**src/rtl/adder_pkg.sv**
```systemverilog
// Shared types and helpers for the pipelined add/subtract unit.
// Saturation helpers are only consumed when ADDER_SAT_EN is defined.
package adder_pkg;

    typedef enum logic {
        OP_ADD = 1'b0,
        OP_SUB = 1'b1
    } op_t;

    localparam int MAX_W = 64;

    // Signed overflow: operands agree in sign but the result does not.
    function automatic logic ovf_calc(input logic a_msb, input logic b_msb, input logic s_msb);
        return (a_msb == b_msb) && (s_msb != a_msb);
    endfunction

    function automatic logic [MAX_W-1:0] sat_max(input int width);
        return (MAX_W'(1) << (width - 1)) - MAX_W'(1);
    endfunction

    function automatic logic [MAX_W-1:0] sat_min(input int width);
        return MAX_W'(1) << (width - 1);
    endfunction

endpackage

```
**src/rtl/chunk_adder.sv**
```systemverilog
// Combinational CHUNK-bit ripple-carry adder built from full-adder cells.
module chunk_adder #(
    parameter int CHUNK = 4
) (
    output logic [CHUNK-1:0] sum,
    output logic             co,
    input  logic [CHUNK-1:0] a,
    input  logic [CHUNK-1:0] b,
    input  logic             ci
);

    logic [CHUNK:0] carry;

    assign carry[0] = ci;

    for (genvar i = 0; i < CHUNK; i++) begin : g_fa
        assign sum[i]     = a[i] ^ b[i] ^ carry[i];
        assign carry[i+1] = (a[i] & b[i]) | (carry[i] & (a[i] ^ b[i]));
    end

    assign co = carry[CHUNK];

endmodule

```
**src/rtl/pipelined_adder.sv**
```systemverilog
// WIDTH-bit add/subtract, one CHUNK-bit ripple slice per pipeline stage, valid/ready handshake.
// Optional saturation on signed overflow when ADDER_SAT_EN is defined.
module pipelined_adder
    import adder_pkg::*;
#(
    parameter int WIDTH = 16,
    parameter int CHUNK = 4
) (
    input  logic             clk,
    input  logic             rst_n,
    input  logic             in_valid,
    output logic             in_ready,
    input  logic [WIDTH-1:0] a,
    input  logic [WIDTH-1:0] b,
    input  logic             ci,
    input  logic             sub,
`ifdef ADDER_SAT_EN
    input  logic             sat,
`endif
    output logic             out_valid,
    input  logic             out_ready,
    output logic [WIDTH-1:0] sum,
    output logic             co,
    output logic             ovf
);

    localparam int STAGES = WIDTH / CHUNK;
    localparam logic [WIDTH-1:0] SMAX = WIDTH'(sat_max(WIDTH));
    localparam logic [WIDTH-1:0] SMIN = WIDTH'(sat_min(WIDTH));

    op_t              op;
    logic [WIDTH-1:0] b_eff;
    logic             c_eff;
    logic             sat_in;
    logic             advance;
    logic             ovf_q;

    assign op     = op_t'(sub);
    assign b_eff  = (op == OP_SUB) ? ~b : b;
    assign c_eff  = (op == OP_SUB) ? 1'b1 : ci;
`ifdef ADDER_SAT_EN
    assign sat_in = sat;
`else
    assign sat_in = 1'b0;
`endif

    // A stalled output freezes every stage, so nothing is dropped or duplicated.
    assign in_ready = rst_n & (~out_valid | out_ready);
    assign advance  = in_ready;

    for (genvar k = 0; k < STAGES; k++) begin : stg
        localparam int IW = WIDTH - k * CHUNK;   // operand bits still to be added
        localparam int LW = (k + 1) * CHUNK;     // result bits known after this stage

        logic [IW-1:0]    pa, pb;
        logic             pc, pv, psat;
        logic [CHUNK-1:0] cs;
        logic             cco;
        logic [LW-1:0]    ns, fin;
        logic             v_q, c_q;
        logic [LW-1:0]    s_q;

        if (k == 0) begin : g_src
            assign pa   = a;
            assign pb   = b_eff;
            assign pc   = c_eff;
            assign pv   = in_valid;
            assign psat = sat_in;
            assign ns   = cs;
        end else begin : g_src
            assign pa   = stg[k-1].g_mid.a_q;
            assign pb   = stg[k-1].g_mid.b_q;
            assign pc   = stg[k-1].c_q;
            assign pv   = stg[k-1].v_q;
            assign psat = stg[k-1].g_mid.sat_q;
            assign ns   = {cs, stg[k-1].s_q};
        end

        chunk_adder #(.CHUNK(CHUNK)) u_chunk (
            .sum (cs),
            .co  (cco),
            .a   (pa[CHUNK-1:0]),
            .b   (pb[CHUNK-1:0]),
            .ci  (pc)
        );

        if (k == STAGES - 1) begin : g_last
            logic ovf_n;
            assign ovf_n = ovf_calc(pa[CHUNK-1], pb[CHUNK-1], ns[LW-1]);
            assign fin   = (psat & ovf_n) ? (pa[CHUNK-1] ? SMIN : SMAX) : ns;

            always_ff @(posedge clk) begin
                if (!rst_n)       ovf_q <= 1'b0;
                else if (advance) ovf_q <= ovf_n;
            end
        end else begin : g_mid
            localparam int UW = IW - CHUNK;
            logic [UW-1:0] a_q, b_q;
            logic          sat_q;
            assign fin = ns;

            always_ff @(posedge clk) begin
                if (!rst_n) begin
                    a_q   <= '0;
                    b_q   <= '0;
                    sat_q <= 1'b0;
                end else if (advance) begin
                    a_q   <= pa[IW-1:CHUNK];
                    b_q   <= pb[IW-1:CHUNK];
                    sat_q <= psat;
                end
            end
        end

        always_ff @(posedge clk) begin
            if (!rst_n) begin
                v_q <= 1'b0;
                c_q <= 1'b0;
                s_q <= '0;
            end else if (advance) begin
                v_q <= pv;
                c_q <= cco;
                s_q <= fin;
            end
        end
    end

    assign out_valid = stg[STAGES-1].v_q;
    assign sum       = stg[STAGES-1].s_q;
    assign co        = stg[STAGES-1].c_q;
    assign ovf       = ovf_q;

endmodule

```
**config.mk**
```make
export PLATFORM = sky130hd
export DESIGN_NAME = pipelined_adder
export DESIGN_NICKNAME = d
export VERILOG_FILES = /design/src/rtl/adder_pkg.sv /design/src/rtl/chunk_adder.sv /design/src/rtl/pipelined_adder.sv
export SDC_FILE = /design/constraint.sdc
export NUM_CORES = 1
export LEC_CHECK = 0
export CAP_MARGIN = 10
export CELL_PAD_IN_SITES_DETAIL_PLACEMENT = 1
export CELL_PAD_IN_SITES_GLOBAL_PLACEMENT = 1
export CORE_MARGIN = 5
export CORE_UTILIZATION = 35
export DETAILED_ROUTE_END_ITERATION = 8
export PLACE_DENSITY = 0.72
export RECOVER_POWER = 25
export SLEW_MARGIN = 20
export SYNTH_ARGS = -nofsm -noshare
export SYNTH_HDL_FRONTEND = slang
export SYNTH_HIERARCHICAL = 1
export SYNTH_SLANG_ARGS = --single-unit
```
**constraint.sdc**
```tcl
create_clock -name clk -period 2.7 [get_ports clk]
set_input_delay 0.54 -clock clk [delete_from_list [all_inputs] [get_ports clk]]
set_output_delay 0.54 -clock clk [all_outputs]
set_load 0.05 [all_outputs]
```
Word level (Yosys, flattened, before mapping)
Index checks and enable logic that the tools add are counted.

Bits in registers: 97. Input port bits: 38. Output and inout port bits: 20. Word-level logic and storage cells: 108.

Eq/ne operators: 2. Mux-type cells: 2. Bitwise gates (word level): 84. Reductions and logical operators: 1.

Operators with widths (count): $and 1x1->1 (33); $xor 1x1->1 (32); $or 1x1->1 (17); $mux 16 (1); $not 16->16 (1); $eq 1x1->1 (1); $logic_and 1x1->1 (1); $mux 1 (1); $ne 1x1->1 (1); $not 1->1 (1).

Logic depth before layout (Yosys ltp)
Depth after elaboration: 11. Gate-level depth with buffers: 13. Mapped depth without buffers: 11.

Modules after synthesis
Netlist, hierarchy kept.

By module, submodules not included: pipelined_adder (times used 1, cells an instance 429, area each 3739.8 µm², seq. area each 1941.9 µm²); chunk_adder (times used 4, cells an instance 14, area each 117.6 µm², seq. area each 0.0 µm²).

Worst setup path after synthesis
No wires, ideal clock.

Kind: input port to flip-flop. From: input sub. To: register stg[0].s_q[3]. Setup time: 70 ps. Data arrival time: 2757 ps. Data required time: 2630 ps. Path slack: -127 ps. Stages on the path: 13. Path buffers: 2. Cell sequence: buf_4 > buf_6 > or2_2 > fa_1 > inv_1 > fa_1 > inv_1 > fa_1 > inv_1 > fa_1 > inv_1 > nand2_1 > a21boi_1.

Elaborated cells between the ends (all ways): 16. Classes of those cells: mux (2); bitwise (14).

RTL lines: start, declared (RTL line pipelined_adder.sv:16) `input logic sub,`; $mux 1 (RTL line pipelined_adder.sv:40) `assign c_eff = (op == OP_SUB) ? 1'b1 : ci;`; named net c_eff (RTL line pipelined_adder.sv:33) `logic c_eff;`; $and 1x1->1 (RTL line chunk_adder.sv:18) `assign carry[i+1] = (a[i] & b[i]) | (carry[i] & (a[i] ^ b[i]));`; $or 1x1->1 (RTL line chunk_adder.sv:18); $and 1x1->1 (RTL line chunk_adder.sv:18); $or 1x1->1 (RTL line chunk_adder.sv:18); $and 1x1->1 (RTL line chunk_adder.sv:18); $or 1x1->1 (RTL line chunk_adder.sv:18); $xor 1x1->1 (RTL line chunk_adder.sv:17) `assign sum[i] = a[i] ^ b[i] ^ carry[i];`; named net stg[0].cs[3] (RTL line pipelined_adder.sv:57) `logic [CHUNK-1:0] cs;`; end signal, assigned (RTL line pipelined_adder.sv:123) `s_q <= fin;`; end, declared (RTL line pipelined_adder.sv:61) `logic [LW-1:0] s_q;`.

The timed path passes the listed nets, and every way through them passes these cells. A chain may end at the register's enable or synchronous reset.

Final worst setup path
Same ends and word-level chain as after synthesis.

==> results.cfg <==
[run_status]
status = completed

[setup_path]
path_class = input port to register
cpLargestDelayFamily = adder cells
arrival_ns = 2.84
crit_buf_inv = 5
crit_path_max_fanout = 4
crit_slowest_cell = fa_1
crit_path_max_incr_delay_ns = 0.39
end_kind = register
required_ns = 2.96
worst_setup_path_start_kind = input port
path_cells = dlygate4sd2_1 > or2_4 > fa_2 > inv_2 > fa_2 > inv_2 > fa_2 > inv_2 > fa_1 > inv_1 > nand2_1 > a21boi_1

[place]
place_congestion = 0.782
hpwlAfterDp_um = 6480
io_buffers = 57
place_ws_ns = -0.396

[detailed_routing]
viasPerCell = 4.65
drc = 0
vias = 3154
wl_per_cell_um = 13.7
antenna_left = 0
drt_iter0_markers = 120
drt-total-wl_um = 9290
dr.pass1.iters = 4

[timing]
setup_slack_ns = 0.119
min_period_ns = 2.58
tightest_slew_ns = 0.794
rsz0062_at_grt = false
fin_skew_ns = 0.00674
setup_viol = 0
slew_violations = 0
finalCritPeriodShare = 0.956
fmax_ghz = 0.387
relSlewSlack = 0.470
finalHoldViolations = 0

[cts]
cts_tree = yes
clock-sinks = 97
htree_levels = 3
numCtsBuffers = 9
cts.path.max_buffers = 2
postCtsSetupRepairBufs = 0
ctsHoldBuffers = 0
clock_latency_ns = 0.34
root_buffer = clkbuf_16
clk_pin_slew_worst_paths_ns = 0.06

[yosys]
ys_ff_latch = 97
synth_area_per_cell_um2 = 8.68
syn_area_mm2 = 0.00421
synth-seq-area-share = 0.461
synthCells = 485
yosysWarnings = 6
synth_top_cell_by_area = dfxtp_1
synth_top_area_share = 0.461
syn_nets = 539
ys_top_cells_by_area = dfxtp_1 46%, nand2_1 16%, a21boi_1 14%
synth_cell_types = 22

[floorplan]
die_w_um = 120
ioPinCount = 58
start_util = 0.353
rows = 40
dieArea_mm2 = 0.0143
dieHeight_um = 120
core_area_mm2 = 0.0119

[power]
max-vdd-ir-drop_mv = 0.296
leakagePower_nw = 2.16
cellPowerDensity_mw_per_mm2 = 644

[layout]
fillCellCount = 1419
drive_gt1_frac = 0.0546
syn2layout_area_growth_pct = 23.4
register_area_mm2 = 0.00194
multi_input_area_mm2 = 0.00195
final_core_util = 0.436
diodes = 0
nets = 580

[grt]
grt_pass1_vias = 3367
antenna_found_initial = 0
grt_max_degree = 110
grt_pass1_wl_um = 15900
grtUsageTotal = 0.136
overflow = 0

[run]
drv_cap = 0

[hold_path]
hold_class = register to register
==> logic make-up after synthesis <==
logic type      after synthesis  synth area share
xor+xnor                     16            0.0333
fa+ha+maj                    16            0.0761
compound gates               99             0.182
simple gates                184             0.168
flops                        97             0.461
buf+inv                      73            0.0796
==> through the flow <==
step / instance area (um^2) / TNS, ns / power (mW) / hold WS (ns) / std cells
2_1_floorplan: 4230 / -0.00558 / 1.86 / 0.431 / 485
3_3_place_gp: 4890 / -0.439 / 2.00 / 0.437 / 662
3_5_place_dp: 4890 / -0.688 / 2.02 / 0.442 / 662
4_1_cts: 5210 / 0 / 3.40 / 0.452 / 678
5_1_grt: 5200 / 0 / 3.50 / 0.475 / 678
6_report: 5200 / 0 / 3.35 / 0.450 / 678
==> flip-flops by register name, summed over array words and instances (netlist names) <==
name,cells
co,1
out_valid,1
ovf,1
stg.c_q,3
stg.g_mid.a_q,24
stg.g_mid.b_q,24
stg.s_q,24
stg.v_q,3
sum,16
==> worst paths after layout <==
kind / from / to / slack [ns] / cells past startpoint
setup / recovery: sub / stg[0].s_q[3]$_SDFFE_PN0P_ / 0.12 / 12
hold / removal: stg[0].g_mid.a_q[4]$_SDFFE_PN0P_ / stg[0].g_mid.a_q[4]$_SDFFE_PN0P_ / 0.45 / 2
setup reg to reg: stg[2].g_mid.a_q[0]$_SDFFE_PN0P_ / ovf$_SDFFE_PN0P_ / 0.19 / 11
hold reg to reg: stg[0].g_mid.a_q[4]$_SDFFE_PN0P_ / stg[0].g_mid.a_q[4]$_SDFFE_PN0P_ / 0.45 / 2
==> final cells by class <==
type | instances | share of cell area
Multi-Input combinational cell | 315 | 0.375
Sequential cell | 97 | 0.374
Timing Repair Buffer | 63 | 0.124
Clock buffer | 14 | 0.0508
Tap cell | 147 | 0.0354
Inverter | 40 | 0.0289
Clock inverter | 2 | 0.0116
==> Yosys cell counts <==
master	number
xor2_1	4
o21a_1	1
and2b_1	1
nor2_1	1
o21ai_1	1
xnor2_1	12
a21boi_1	79
and3b_1	1
fa_1	16
buf_2	13
nand2b_1	1
buf_4	8
a21oi_1	2
clkbuf_1	10
o211a_1	12
or2_2	1
a21boi_0	4
inv_1	40
buf_6	2
and2_1	1
nand2_1	178
dfxtp_1	97
==> worst register-to-register path, cell delays in order (launching register included) <==
cell     delay [ns]
dfxtp_1        0.33
fa_1           0.41
inv_1          0.07
fa_1           0.16
inv_1          0.05
fa_1           0.40
inv_1          0.09
fa_1           0.40
inv_1          0.10
and3b_1        0.18
a21oi_1        0.11
a21oi_1        0.08
==> layout by cell type, fill, tap and decap left out, types with 2 or more instances in the layout <==
master           count
bufinv_16            2
a21boi_1            57
fa_2                 3
dfxtp_1             97
clkbuf_8             2
buf_12               3
xnor2_1             12
a21oi_1              2
clkbuf_1             3
clkdlybuf4s50_1     51
xor2_1               3
dlymetal6s2s_1       2
clkbuf_16            9
fa_1                13
inv_1               37
buf_4                3
nand2_1            178
inv_2                3
a21boi_0            26
o211a_1             12
==> routing by layer <==
metal  GRT usage  vias up  share of wire
met1       0.175     1498           0.48
li1            -     1594              -
met3      0.0287       10          0.031
met2       0.227       52           0.48
met5           0        -              0
met4      0.0494        0          0.014
==> repair_timing <==
| action | CTS | global route |
|---|---|---|
| endpoints found under the setup margin | 1 | 1 |
| endpoints found under the hold margin | 0 | 0 |
| gates resized for setup | 1 | 4 |
| pin swaps | 0 | 6 |
| gates cloned | 0 | 0 |
==> power by group <==
part	internal (mW)	switching [mW]	leakage, nW
registers	1.53	0.0536	0.797
clock network	0.864	0.512	0.157
logic	0.190	0.204	1.21
Power figures use the tool's default switching activity.
